`config.mk`:
```
export PLATFORM = sky130hd
export DESIGN_NAME = rp_sd_request
export DESIGN_NICKNAME = d
export VERILOG_FILES = /design/src/rtl/rp_pkg.sv /design/src/rtl/rp_lba.sv /design/src/rtl/rp_sd_request.sv
export SDC_FILE = /design/constraint.sdc
export NUM_CORES = 1
export LEC_CHECK = 0
export ABC_AREA = 1
export BUFFER_PORTS_ARGS = -buffer_cell sky130_fd_sc_hd__buf_4
export CAP_MARGIN = 20
export CORE_MARGIN = 1.5
export CORE_UTILIZATION = 59
export CTS_CLUSTER_DIAMETER = 80
export DETAILED_ROUTE_END_ITERATION = 6
export PLACE_DENSITY = 0.93
export RECOVER_POWER = 25
export SYNTH_ARGS = -nofsm -noshare
export SYNTH_HDL_FRONTEND = slang
export SYNTH_SLANG_ARGS = --single-unit
```
`constraint.sdc`:
```
create_clock -name clk -period 14.1 [get_ports clk]
set_input_delay 2.115 -clock clk [delete_from_list [all_inputs] [get_ports clk]]
set_output_delay 2.115 -clock clk [all_outputs]
set_load 0.005 [all_outputs]
```
`src/rtl/rp_pkg.sv`:
```
// RP06 geometry, command encodings and request FSM states for the SD request path.
// Pure declarations: no latency, no flow control.
package rp_pkg;
  localparam int unsigned RP06_NSECT = 20;
  localparam int unsigned RP06_NTRK  = 19;
  localparam int unsigned RP06_NCYL  = 815;
  localparam int unsigned LBA_W      = 24;

  localparam logic [1:0] OP_READ  = 2'd0;
  localparam logic [1:0] OP_WRITE = 2'd1;
  localparam logic [1:0] OP_WRCHK = 2'd2;
  localparam logic [1:0] OP_RSVD  = 2'd3;

  typedef enum logic [2:0] {
    S_IDLE, S_CALC, S_REQ, S_START, S_WAIT, S_NEXT, S_DONE
  } rq_state_t;

  // The reserved opcode is executed as a plain read.
  function automatic logic [1:0] norm_op(input logic [1:0] op);
    return (op == OP_RSVD) ? OP_READ : op;
  endfunction
endpackage

```
`src/rtl/rp_lba.sv`:
```
// Cylinder/track/sector to linear block address converter.
// One cycle from load to lba; holds its value while load is low.
module rp_lba
  import rp_pkg::*;
#(
  parameter int unsigned NSECT = RP06_NSECT,
  parameter int unsigned NTRK  = RP06_NTRK
) (
  input  logic             clk,
  input  logic             rst,
  input  logic             load,
  input  logic [9:0]       cyl,
  input  logic [5:0]       trk,
  input  logic [5:0]       sec,
  output logic [LBA_W-1:0] lba
);
  always_ff @(posedge clk or posedge rst) begin
    if (rst)
      lba <= '0;
    else if (load)
      lba <= (LBA_W'(cyl) * LBA_W'(NTRK) + LBA_W'(trk)) * LBA_W'(NSECT) + LBA_W'(sec);
  end
endmodule

```
`src/rtl/rp_sd_request.sv`:
```
// Walks a multi-sector RP transfer, issuing one SD operation per sector via the shared SD scanner.
// sdREQ two cycles after go; sdSTART waits for sdACK and the whole walk stalls while the grant is withdrawn.
module rp_sd_request
  import rp_pkg::*;
#(
  parameter int unsigned NSECT = RP06_NSECT,
  parameter int unsigned NTRK  = RP06_NTRK,
  parameter int unsigned NCYL  = RP06_NCYL
) (
  input  logic             clk,
  input  logic             rst,
  input  logic             clr,
  input  logic             go,
  input  logic [1:0]       op,
  input  logic [9:0]       cylIn,
  input  logic [5:0]       trkIn,
  input  logic [5:0]       secIn,
  input  logic [7:0]       nsec,
  output logic             sdREQ,
  input  logic             sdACK,
  output logic             sdSTART,
  output logic [1:0]       sdOP,
  output logic [LBA_W-1:0] sdLBA,
  input  logic             sdDONE,
  input  logic             sdERR,
  output logic [9:0]       cyl,
  output logic [5:0]       trk,
  output logic [5:0]       sec,
  output logic             busy,
  output logic             cmdDONE,
  output logic             aoe,
  output logic             sdfail
);
  rq_state_t  state;
  logic [8:0] count;
  logic       start_q;
  logic       hold;
  logic       addr_ok;
  logic       lba_ld;

  assign hold    = sdREQ & ~sdACK;
  assign addr_ok = (32'(cyl) < NCYL) && (32'(trk) < NTRK) && (32'(sec) < NSECT);
  assign lba_ld  = (state == S_CALC) && addr_ok && !hold;
  // The strobe is only ever visible together with the grant.
  assign sdSTART = start_q & sdACK;

  rp_lba #(.NSECT(NSECT), .NTRK(NTRK)) u_lba (
    .clk  (clk),
    .rst  (rst),
    .load (lba_ld),
    .cyl  (cyl),
    .trk  (trk),
    .sec  (sec),
    .lba  (sdLBA)
  );

  always_ff @(posedge clk or posedge rst) begin
    if (rst) begin
      state   <= S_IDLE;
      sdREQ   <= 1'b0;
      start_q <= 1'b0;
      busy    <= 1'b0;
      cmdDONE <= 1'b0;
      aoe     <= 1'b0;
      sdfail  <= 1'b0;
      sdOP    <= OP_READ;
      cyl     <= '0;
      trk     <= '0;
      sec     <= '0;
      count   <= '0;
    end else if (clr) begin
      state   <= S_IDLE;
      sdREQ   <= 1'b0;
      start_q <= 1'b0;
      busy    <= 1'b0;
      cmdDONE <= 1'b0;
      aoe     <= 1'b0;
      sdfail  <= 1'b0;
    end else begin
      cmdDONE <= 1'b0;
      case (state)
        S_IDLE: if (go) begin
          sdOP   <= norm_op(op);
          cyl    <= cylIn;
          trk    <= trkIn;
          sec    <= secIn;
          count  <= (nsec == 8'd0) ? 9'd256 : {1'b0, nsec};
          aoe    <= 1'b0;
          sdfail <= 1'b0;
          busy   <= 1'b1;
          state  <= S_CALC;
        end
        S_CALC: if (!hold) begin
          if (!addr_ok) begin
            aoe     <= 1'b1;
            sdREQ   <= 1'b0;
            cmdDONE <= 1'b1;
            state   <= S_DONE;
          end else begin
            sdREQ <= 1'b1;
            state <= S_REQ;
          end
        end
        S_REQ: if (sdACK) begin
          start_q <= 1'b1;
          state   <= S_START;
        end
        S_START: if (sdACK) begin
          start_q <= 1'b0;
          state   <= S_WAIT;
        end
        S_WAIT: if (sdACK && sdDONE) begin
          if (sdERR) begin
            sdfail  <= 1'b1;
            sdREQ   <= 1'b0;
            cmdDONE <= 1'b1;
            state   <= S_DONE;
          end else if (count == 9'd1) begin
            count   <= '0;
            sdREQ   <= 1'b0;
            cmdDONE <= 1'b1;
            state   <= S_DONE;
          end else begin
            count <= count - 9'd1;
            state <= S_NEXT;
          end
        end
        // sdREQ stays up across NEXT/CALC so the scanner keeps this drive's grant.
        S_NEXT: if (!hold) begin
          if (32'(sec) != NSECT - 1) begin
            sec   <= sec + 6'd1;
            state <= S_CALC;
          end else if (32'(trk) != NTRK - 1) begin
            sec   <= '0;
            trk   <= trk + 6'd1;
            state <= S_CALC;
          end else if (32'(cyl) + 32'd1 >= NCYL) begin
            aoe     <= 1'b1;
            sdREQ   <= 1'b0;
            cmdDONE <= 1'b1;
            state   <= S_DONE;
          end else begin
            sec   <= '0;
            trk   <= '0;
            cyl   <= cyl + 10'd1;
            state <= S_CALC;
          end
        end
        S_DONE: begin
          busy  <= 1'b0;
          state <= S_IDLE;
        end
        default: state <= S_IDLE;
      endcase
    end
  end
endmodule

```
==> results.ini, run 1 <==
[place]
routabilityCongestion=0.952
io_buffers=89
pre_cts_ws_ns=8.89
dp_hpwl_microns=11700

[floorplanning]
die_w_microns=106
core_sq_um=10300
ios=93
rows=37
die_y_microns=106
dieArea_sq_um=11300
initial_core_util_pct=61.1

[logic_synthesis]
syn_avg_cell_area_sq_um=7.11
synth-seq-cells=63
yosys_warnings=0
synth_area_leaders=dfrtp_1 25%, nand2_1 14%, ha_1 14%
synth_top_cell_by_area=dfrtp_1
synth_seq_area_share_pct=25.0
netlist.area_leader.share_pct=25.0
yosysUniqueCellTypes=47
synth_area_sq_um=6300
synth_cells=886

[sta]
setup_tns_ns=0
fin_worst_skew_ns=0.0135
rsz0062_at_grt=false
slew_viol_final=64
fmax_mhz=186
layout_setup_ws_ns=8.73
worst_pin_slew_ns=3.30
min_period_ns=5.37
slew-limit-headroom_pct=-120
setup_viol_count_final=0
min_period_over_period_pct=38.1
hold_viol_final=0

[global_routing]
antenna_found_initial=0
grt_pass1_vias=5595
grt_max_degree=64
overflow=0
grt_pass1_wl_microns=24900
globalRouteTotalUtil_pct=26.9

[clock_network]
cts_tree=built
cts_max_level=3
cts_hold_buffers=0
postCtsSetupRepairBufs=0
cts_buffers=9
root_buffer=clkbuf_8
cts-resized-gates=0
clk_latency_ns=0.35
clkSinkCount=63
path_clk_slew_ns=0.08
cts.path.max_buffers=2

[route]
wl_per_cell_microns=13.2
ant_nets=0
vias=6021
drt_iter0_markers=398
drc=0
drt_wl_total_microns=14700
firstDrtPassIters=5
via_per_inst=5.40

[setup_path]
critPathKind=reg2reg
cp_data_required_time_ns=14.34
cp-end-kind=register
cp.arrival_ns=5.61
critPathLaunchType=register
path_max_fanout=7

[final_layout]
fin_nets=1096
drive_gt1_share_pct=16.4
nFillCells=813
synthToLayoutAreaGrowth_pct=15.2
final_cell_mix=235 x nand2_1, 124 x inv_1, 88 x buf_4
layout_commonest_cell=nand2_1
num_antenna_cells=0

[run_status]
run_status=complete, but fails checks
violations=capacitance limit, slew limit

[flow_run]
cap_viol_max_count=1

[hold_path]
min_path_type=reg2reg

-- critical path: stages, from the launching register on --
cell	delay (ns)
dfrtp_1	0.49
inv_1	0.16
fa_1	0.56
inv_1	0.05
ha_1	0.30
fa_1	0.51
ha_1	0.39
nand2_1	0.09
nor2_1	0.14
a21oi_2	0.09
o21ai_1	0.22
xor2_1	0.28
ha_1	0.29
ha_1	0.35
nand2_1	0.15
inv_1	0.06
a21oi_1	0.21
nand2_1	0.09
nand2_1	0.09
nand2_2	0.08
inv_2	0.07
nand2_1	0.09
nor2_4	0.15
nand2_2	0.07
nor2_2	0.09
nand3_1	0.07
nand3_1	0.07
nand2_1	0.05
-- path summary, 6_finish.rpt --
check                           slack, ns       endpoint  cells past startpoint          from
worst min register to register       0.48   u_lba.lba[0]                      2  u_lba.lba[0]
worst max-delay path                 8.73  u_lba.lba[16]                     27        cyl[4]
max in group asynchronous            9.21         cyl[1]                      3           rst
min in group asynchronous            3.04   u_lba.lba[1]                      3           rst
worst max register to register       8.73  u_lba.lba[16]                     27        cyl[4]
worst min-delay path                 0.48   u_lba.lba[0]                      2  u_lba.lba[0]
-- sequential cells by signal, summed over array words and instances, names as in the netlist, 2 cells and up --
| name | cells |
|---|---|
| count | 9 |
| state | 3 |
| u_lba.lba | 21 |
| cyl | 10 |
| trk | 6 |
| sdOP | 2 |
| sec | 6 |
-- routing by layer --
| layer | up-vias | routed length (microns) | GRT usage [%] |
|---|---|---|---|
| li1 | 3025 | - | - |
| met1 | 2754 | 6540 | 35.3 |
| met2 | 213 | 7060 | 45.5 |
| met3 | 29 | 783 | 3.43 |
| met4 | 0 | 290 | 9.17 |
| met5 | - | 0 | 0 |
-- stage by stage --
step | cells | hold WS [ns] | utilization, % | cell area (sq um)
after floorplan | 888 | 0.460 | - | 6310
after global placement | 1099 | 0.450 | 68.5 | 7070
after detailed placement | 1099 | 0.470 | 68.5 | 7070
after CTS | 1115 | 0.488 | 70.4 | 7270
after global routing | 1115 | 0.497 | 70.3 | 7260
final | 1115 | 0.485 | 70.3 | 7260
-- logic make-up after synthesis --
logic type / Yosys count / synth area share (%)
buf+inv: 155 / 9.79
flops: 63 / 25.0
compound gates: 133 / 11.7
other cells: 1 / 0.0595
mux: 5 / 0.794
fa+ha+maj: 83 / 18.1
simple gates: 411 / 29.4
xor+xnor: 35 / 5.10
-- Yosys cell counts (all sizes together) --
cell type,count
nor3,10
o2111ai,1
a21oi,39
ha,69
o211ai,3
a31oi,6
a32oi,1
o21ai,68
fa,14
nand2,248
nand3,55
o41ai,1
xor2,25
inv,139
nand2b,1
buf,13
o21a,1
nor4,2
nor2,78
xnor2,10
nand3b,2
or2,1
a22oi,4
conb,1
clkbuf,3
dfrtp,63
nand4,14
a21o,2
o31ai,2
o21bai,4
a31o,1
mux2i,5
-- final cells by class --
cell class                 instances  area (sq um)  area share, %
multi-input combinational        670          4120           56.7
sequential                        63          1580           21.7
timing repair buffer              91           676           9.31
inverter                         139           522           7.19
tap                              136           170           2.34
clock buffer                      11           141           1.95
clock inverter                     5          56.3          0.776
Power of run 1 is left out: the tool's default activity adds up to more than one toggle a clock period on the data nets, which glitch-free logic cannot reach.
==> inputs of run 2 (changes only) <==
--- a/config.mk
+++ b/config.mk
@@ -5,7 +5,7 @@
 export SDC_FILE = /design/constraint.sdc
 export NUM_CORES = 1
 export LEC_CHECK = 0
-export ABC_AREA = 1
+export ABC_AREA = 0
 export BUFFER_PORTS_ARGS = -buffer_cell sky130_fd_sc_hd__buf_4
 export CAP_MARGIN = 20
 export CORE_MARGIN = 1.5
==> constraint.sdc (replaced) <==
create_clock -name clk -period 5.3 [get_ports clk]
set_input_delay 0.795 -clock clk [delete_from_list [all_inputs] [get_ports clk]]
set_output_delay 0.795 -clock clk [all_outputs]
set_load 0.005 [all_outputs]
==> run 2 against run 1 <==
Register-to-register slack got worse by 8.8 ns; highest routed layer unchanged; critical path depth decreased by 5; sequential cell count unchanged; the run ends with capacitance limit, slew limit, setup timing left; final cell count decreased by 11%; clock skew increased by 0.0024 ns; critical endpoint is now u_lba.lba[18]; via count increased by 6.8%; utilization increased by 3.4 points; fmax increased by 0.59%.
==> results.ini, run 2 <==
[global_routing]
grt_pass1_wl_microns=26700
grt_pass1_vias=5678
globalRouteTotalUtil_pct=29.7
antenna_found_initial=0
overflow=0
grt_max_degree=64

[clock_network]
cts_max_level=3
cts_buffers=9
clk_latency_ns=0.36
clkSinkCount=63
cts_tree=built
path_clk_slew_ns=0.09
cts.path.max_buffers=2
root_buffer=clkbuf_8

[route]
via_per_inst=6.51
drc=0
drt_wl_total_microns=18800
wl_per_cell_microns=19.0
ant_nets=0
drt_iter0_markers=759
vias=6429
firstDrtPassIters=6

[sta]
fmax_mhz=187
worst_pin_slew_ns=3.55
layout_setup_ws_ns=-0.0411
setup_tns_ns=-0.0564
hold_viol_final=0
slew-limit-headroom_pct=-137
min_period_ns=5.34
slew_viol_final=64
min_period_over_period_pct=101
setup_viol_count_final=2
fin_worst_skew_ns=0.0159

[floorplanning]
initial_core_util_pct=60.4
dieArea_sq_um=11100
ios=93
die_w_microns=106
die_y_microns=106
rows=37
core_sq_um=10300

[final_layout]
final_cell_mix=118 x buf_4, 70 x inv_1, 62 x dfrtp_1
regMostFlops=u_lba.lba
largest_reg_flops=21
utilization_pct=73.8
fin_nets=969
num_antenna_cells=0
layout_commonest_cell=buf_4
top_regs=u_lba.lba: 21 flops, cyl: 10 flops, count: 9 flops
drive_gt1_share_pct=22.9
synthToLayoutAreaGrowth_pct=22.2

[logic_synthesis]
synth_cells=747
synth_seq_area_share_pct=25.4
synth_top_cell_by_area=dfrtp_1
synth_common_cells=70 x inv_1, 69 x ha_1, 63 x dfrtp_1
ys_async_sr_fraction_pct=100
syn_avg_cell_area_sq_um=8.30
synth_area_sq_um=6200
synth-seq-cells=63
synth_area_leaders=dfrtp_1 25%, ha_1 14%, fa_1 4.5%
netlist.area_leader.share_pct=25.4
synthMostInstantiatedCell=inv_1
synth_flop_cell=dfrtp_1
yosys_warnings=0
synth_edf_count=0
yosysUniqueCellTypes=74

[setup_path]
critPathKind=reg2reg
cp-end-kind=register
critPathLaunchType=register
path_max_fanout=5
cp.arrival_ns=5.64
cp_data_required_time_ns=5.60

[place]
dp_hpwl_microns=12000
pre_cts_ws_ns=-0.0667
io_buffers=89
routabilityCongestion=0.936

[run_status]
run_status=complete, but fails checks
violations=capacitance limit, slew limit, setup timing

[hold_path]
min_path_type=reg2reg

[flow_run]
cap_viol_max_count=1

[run 2: routing by layer]
| layer | up-vias | GRT usage [%] | wire, microns |
|---|---|---|---|
| met5 | - | 0 | 0 |
| met4 | 0 | 9.85 | 771 |
| met3 | 88 | 5.19 | 1890 |
| met2 | 465 | 49.1 | 8790 |
| met1 | 2985 | 39.5 | 7350 |
| li1 | 2891 | - | - |
[run 2: area by class of cell]
class | instances | area (sq um)
inverters | 70 | 263
repair buffers | 120 | 897
clock inverters | 5 | 35.0
clock buffers | 11 | 131
fillers | 746 | 2700
multi-input cells | 583 | 4510
well taps | 136 | 170
flip-flops and latches | 63 | 1580
[run 2: cells by family after synthesis]
| group | share of synthesized area, % |
|---|---|
| AOI/OAI and AO/OA | 23.4 |
| adders and majority gates | 18.4 |
| xor gates and xnor gates | 4.94 |
| muxes | 0.988 |
| buffers and inverters | 6.86 |
| other | 0.0605 |
| DFF | 25.4 |
| and+or+nand+nor | 19.9 |
[run 2: worst paths after layout]
path | startpoint | end | slack (ns) | depth (start not counted)
setup / recovery | cyl[4] | u_lba.lba[18] | -0.04 | 22
hold / removal | sdOP[1] | sdOP[1] | 0.48 | 2
setup reg to reg | cyl[4] | u_lba.lba[18] | -0.04 | 22
hold reg to reg | sdOP[1] | sdOP[1] | 0.48 | 2
max in group asynchronous | rst | cyl[6] | 1.23 | 3
min in group asynchronous | rst | count[8] | 1.83 | 3
[run 2: through the flow]
stage	hold slack (ns)	instance area [sq um]	cells
after global routing	0.516	7580	988
final	0.475	7580	988
after floorplan	0.461	6220	749
after CTS	0.475	7290	981
after global placement	0.457	7080	965
after detailed placement	0.458	7080	965
[run 2: critical path, cell delays in order (launching register included)]
cell	delay, ns
dfrtp_1	0.35
inv_1	0.07
buf_4	0.16
fa_1	0.49
inv_1	0.05
ha_1	0.20
fa_1	0.51
ha_4	0.32
nand3_2	0.10
o2111a_1	0.30
or2_4	0.30
nor2_1	0.13
nor2_1	0.07
xnor2_1	0.21
buf_4	0.15
ha_1	0.24
ha_1	0.41
o21a_2	0.29
o2111ai_1	0.22
a22oi_2	0.25
o21ai_0	0.15
a31o_2	0.25
nand3_1	0.07
[run 2: what timing repair did]
item	in CTS	in global routing
buffers inserted	0	7
setup endpoints to repair	4	8
resized for setup	6	46
pin swaps	0	23
hold buffers	0	0
endpoints found under the hold margin	0	0
Power of run 2 is left out for the same reason.
==> inputs of run 3 (changes only) <==
--- a/config.mk
+++ b/config.mk
@@ -14,6 +14,7 @@
 export DETAILED_ROUTE_END_ITERATION = 6
 export PLACE_DENSITY = 0.93
 export RECOVER_POWER = 25
+export SKIP_LAST_GASP = 1
 export SYNTH_ARGS = -nofsm -noshare
 export SYNTH_HDL_FRONTEND = slang
 export SYNTH_SLANG_ARGS = --single-unit
==> run 3 against run 2 <==
The flow still finishes with violations (capacitance limit, slew limit, setup timing); final cell count unchanged; die area unchanged; count of clock-buffer cells in the layout unchanged; fmax down 0.54%; critical path depth unchanged; clock skew down 0.0031 ns; global-route usage unchanged; register-to-register slack worse by 0.03 ns; first-iteration DRC count down 0.53%; critical endpoint unchanged; highest routed layer unchanged.
==> results.ini, run 3 (synthesized netlist as in run 2, its figures left out) <==
[clock_network]
cts_buffers=9
path_clk_slew_ns=0.08
clk_latency_ns=0.36
root_buffer=clkbuf_8
clkSinkCount=63
cts_max_level=3
cts_hold_buffers=0
cts.path.max_buffers=2
cts_tree=built

[final_layout]
fin_cells=988
regArea_sq_um=1580
regMostFlops=u_lba.lba
layout_commonest_cell=buf_4
multi_input_area_sq_um=4500
synthToLayoutAreaGrowth_pct=22.2
largest_reg_flops=21
utilization_pct=73.7
drive_gt1_share_pct=22.8
nFillCells=747
top_regs=u_lba.lba: 21 flops, cyl: 10 flops, count: 9 flops
final_cell_mix=118 x buf_4, 70 x inv_1, 62 x dfrtp_1
fin_nets=969
num_antenna_cells=0

[setup_path]
critPathKind=reg2reg
timing.rr.start=cyl[4]
cp.arrival_ns=5.67
crit_chain=inv_1 > buf_4 > fa_1 > inv_1 > ha_1 > fa_1 > ha_4 > nand3_2 > o2111a_1 > or2_4 > nor2_1 > nor2_1 > xnor2_1 > buf_4 > ha_1 > ha_1 > o21a_2 > o2111ai_1 > a22oi_2 > o21ai_0 > a31o_2 > nand3_1
crit_top_cell=ha_1
cpMaxStageDelayCell=fa_1
cp-end-kind=register
cp_data_required_time_ns=5.60
crit_family=adder cells
timing.critical_path.buf_inv=4
r2r_cells=22
path_max_fanout=5
startpoint=cyl[4]
crit_cells=22
cpPeakStageDelay_ns=0.51
critPathLaunchType=register

[hold_path]
min_path_type=reg2reg
min_from=sdOP[1]
worstHoldPathCells=2

[floorplanning]
die_w_microns=106
die_y_microns=106
dieArea_sq_um=11100
initial_core_util_pct=60.4
rows=37
ios=93
core_sq_um=10300

[global_routing]
grt_pass1_vias=5678
grt_pass1_wl_microns=26700
globalRouteTotalUtil_pct=29.7
grt_max_degree=64
overflow=0
antenna_found_initial=0

[place]
routabilityCongestion=0.936
io_buffers=89
place_inst=965
dp_hpwl_microns=12000

[sta]
setup_tns_ns=-0.114
setup_viol_count_final=2
min_period_ns=5.37
layout_setup_ws_ns=-0.0704
slew_viol_final=64
fmax_mhz=186
slew-limit-headroom_pct=-134
fin_worst_skew_ns=0.0128
min_period_over_period_pct=101
worst_pin_slew_ns=3.51
rsz0062_at_grt=true
hold_viol_final=0

[route]
drt_wl_total_microns=18900
drc=0
via_per_inst=6.49
drt_iter0_markers=755
ant_nets=0
wl_per_cell_microns=19.1
vias=6411
firstDrtPassIters=6

[flow_run]
cap_viol_max_count=1

[run_status]
violations=capacitance limit, slew limit, setup timing
run_status=complete, but fails checks

-- run 3: what timing repair did --
item	CTS	global route
pin swaps	0	23
resized for setup	6	45
buffers inserted	0	7
setup endpoints to repair	4	8
-- run 3: worst reg2reg max path: cells and delay by family, from the launching register on --
kind,cells,cell delay (ns)
fa+ha+maj,6,2.18
flops,1,0.35
xor+xnor,1,0.21
buf+inv,4,0.43
compound gates,6,1.45
simple gates,5,0.67
-- run 3: metrics by stage --
| step | worst slack [ns] | instance area, sq um | hold slack, ns |
|---|---|---|---|
| global route | -0.141 | 7580 | 0.516 |
| detailed placement | -0.0667 | 7080 | 0.458 |
| finish | -0.0704 | 7580 | 0.475 |
| global placement | 0.0391 | 7080 | 0.457 |
| floorplan | 0.0200 | 6220 | 0.461 |
| CTS | 0.00221 | 7290 | 0.475 |
-- run 3: worst paths after layout --
path	end	slack [ns]
max	u_lba.lba[18]	-0.07
min	sdOP[1]	0.48
max reg2reg	u_lba.lba[18]	-0.07
min reg2reg	sdOP[1]	0.48
max in group asynchronous	cyl[6]	1.28
min in group asynchronous	count[8]	1.81
-- run 3: layer usage --
| metal | wire (microns) | track usage, % |
|---|---|---|
| met1 | 7300 | 39.5 |
| met2 | 8830 | 49.1 |
| met3 | 1960 | 5.19 |
| met4 | 763 | 9.85 |
| met5 | 0 | 0 |
-- run 3: final cells by class --
| class | instances | share of cell area (%) |
|---|---|---|
| clock buffers | 11 | 1.73 |
| clock inverters | 5 | 0.462 |
| inverters | 70 | 3.47 |
| multi-input cells | 583 | 59.4 |
| flip-flops and latches | 63 | 20.8 |
| well taps | 136 | 2.25 |
| repair buffers | 120 | 11.8 |
Power of run 3 is left out for the same reason.
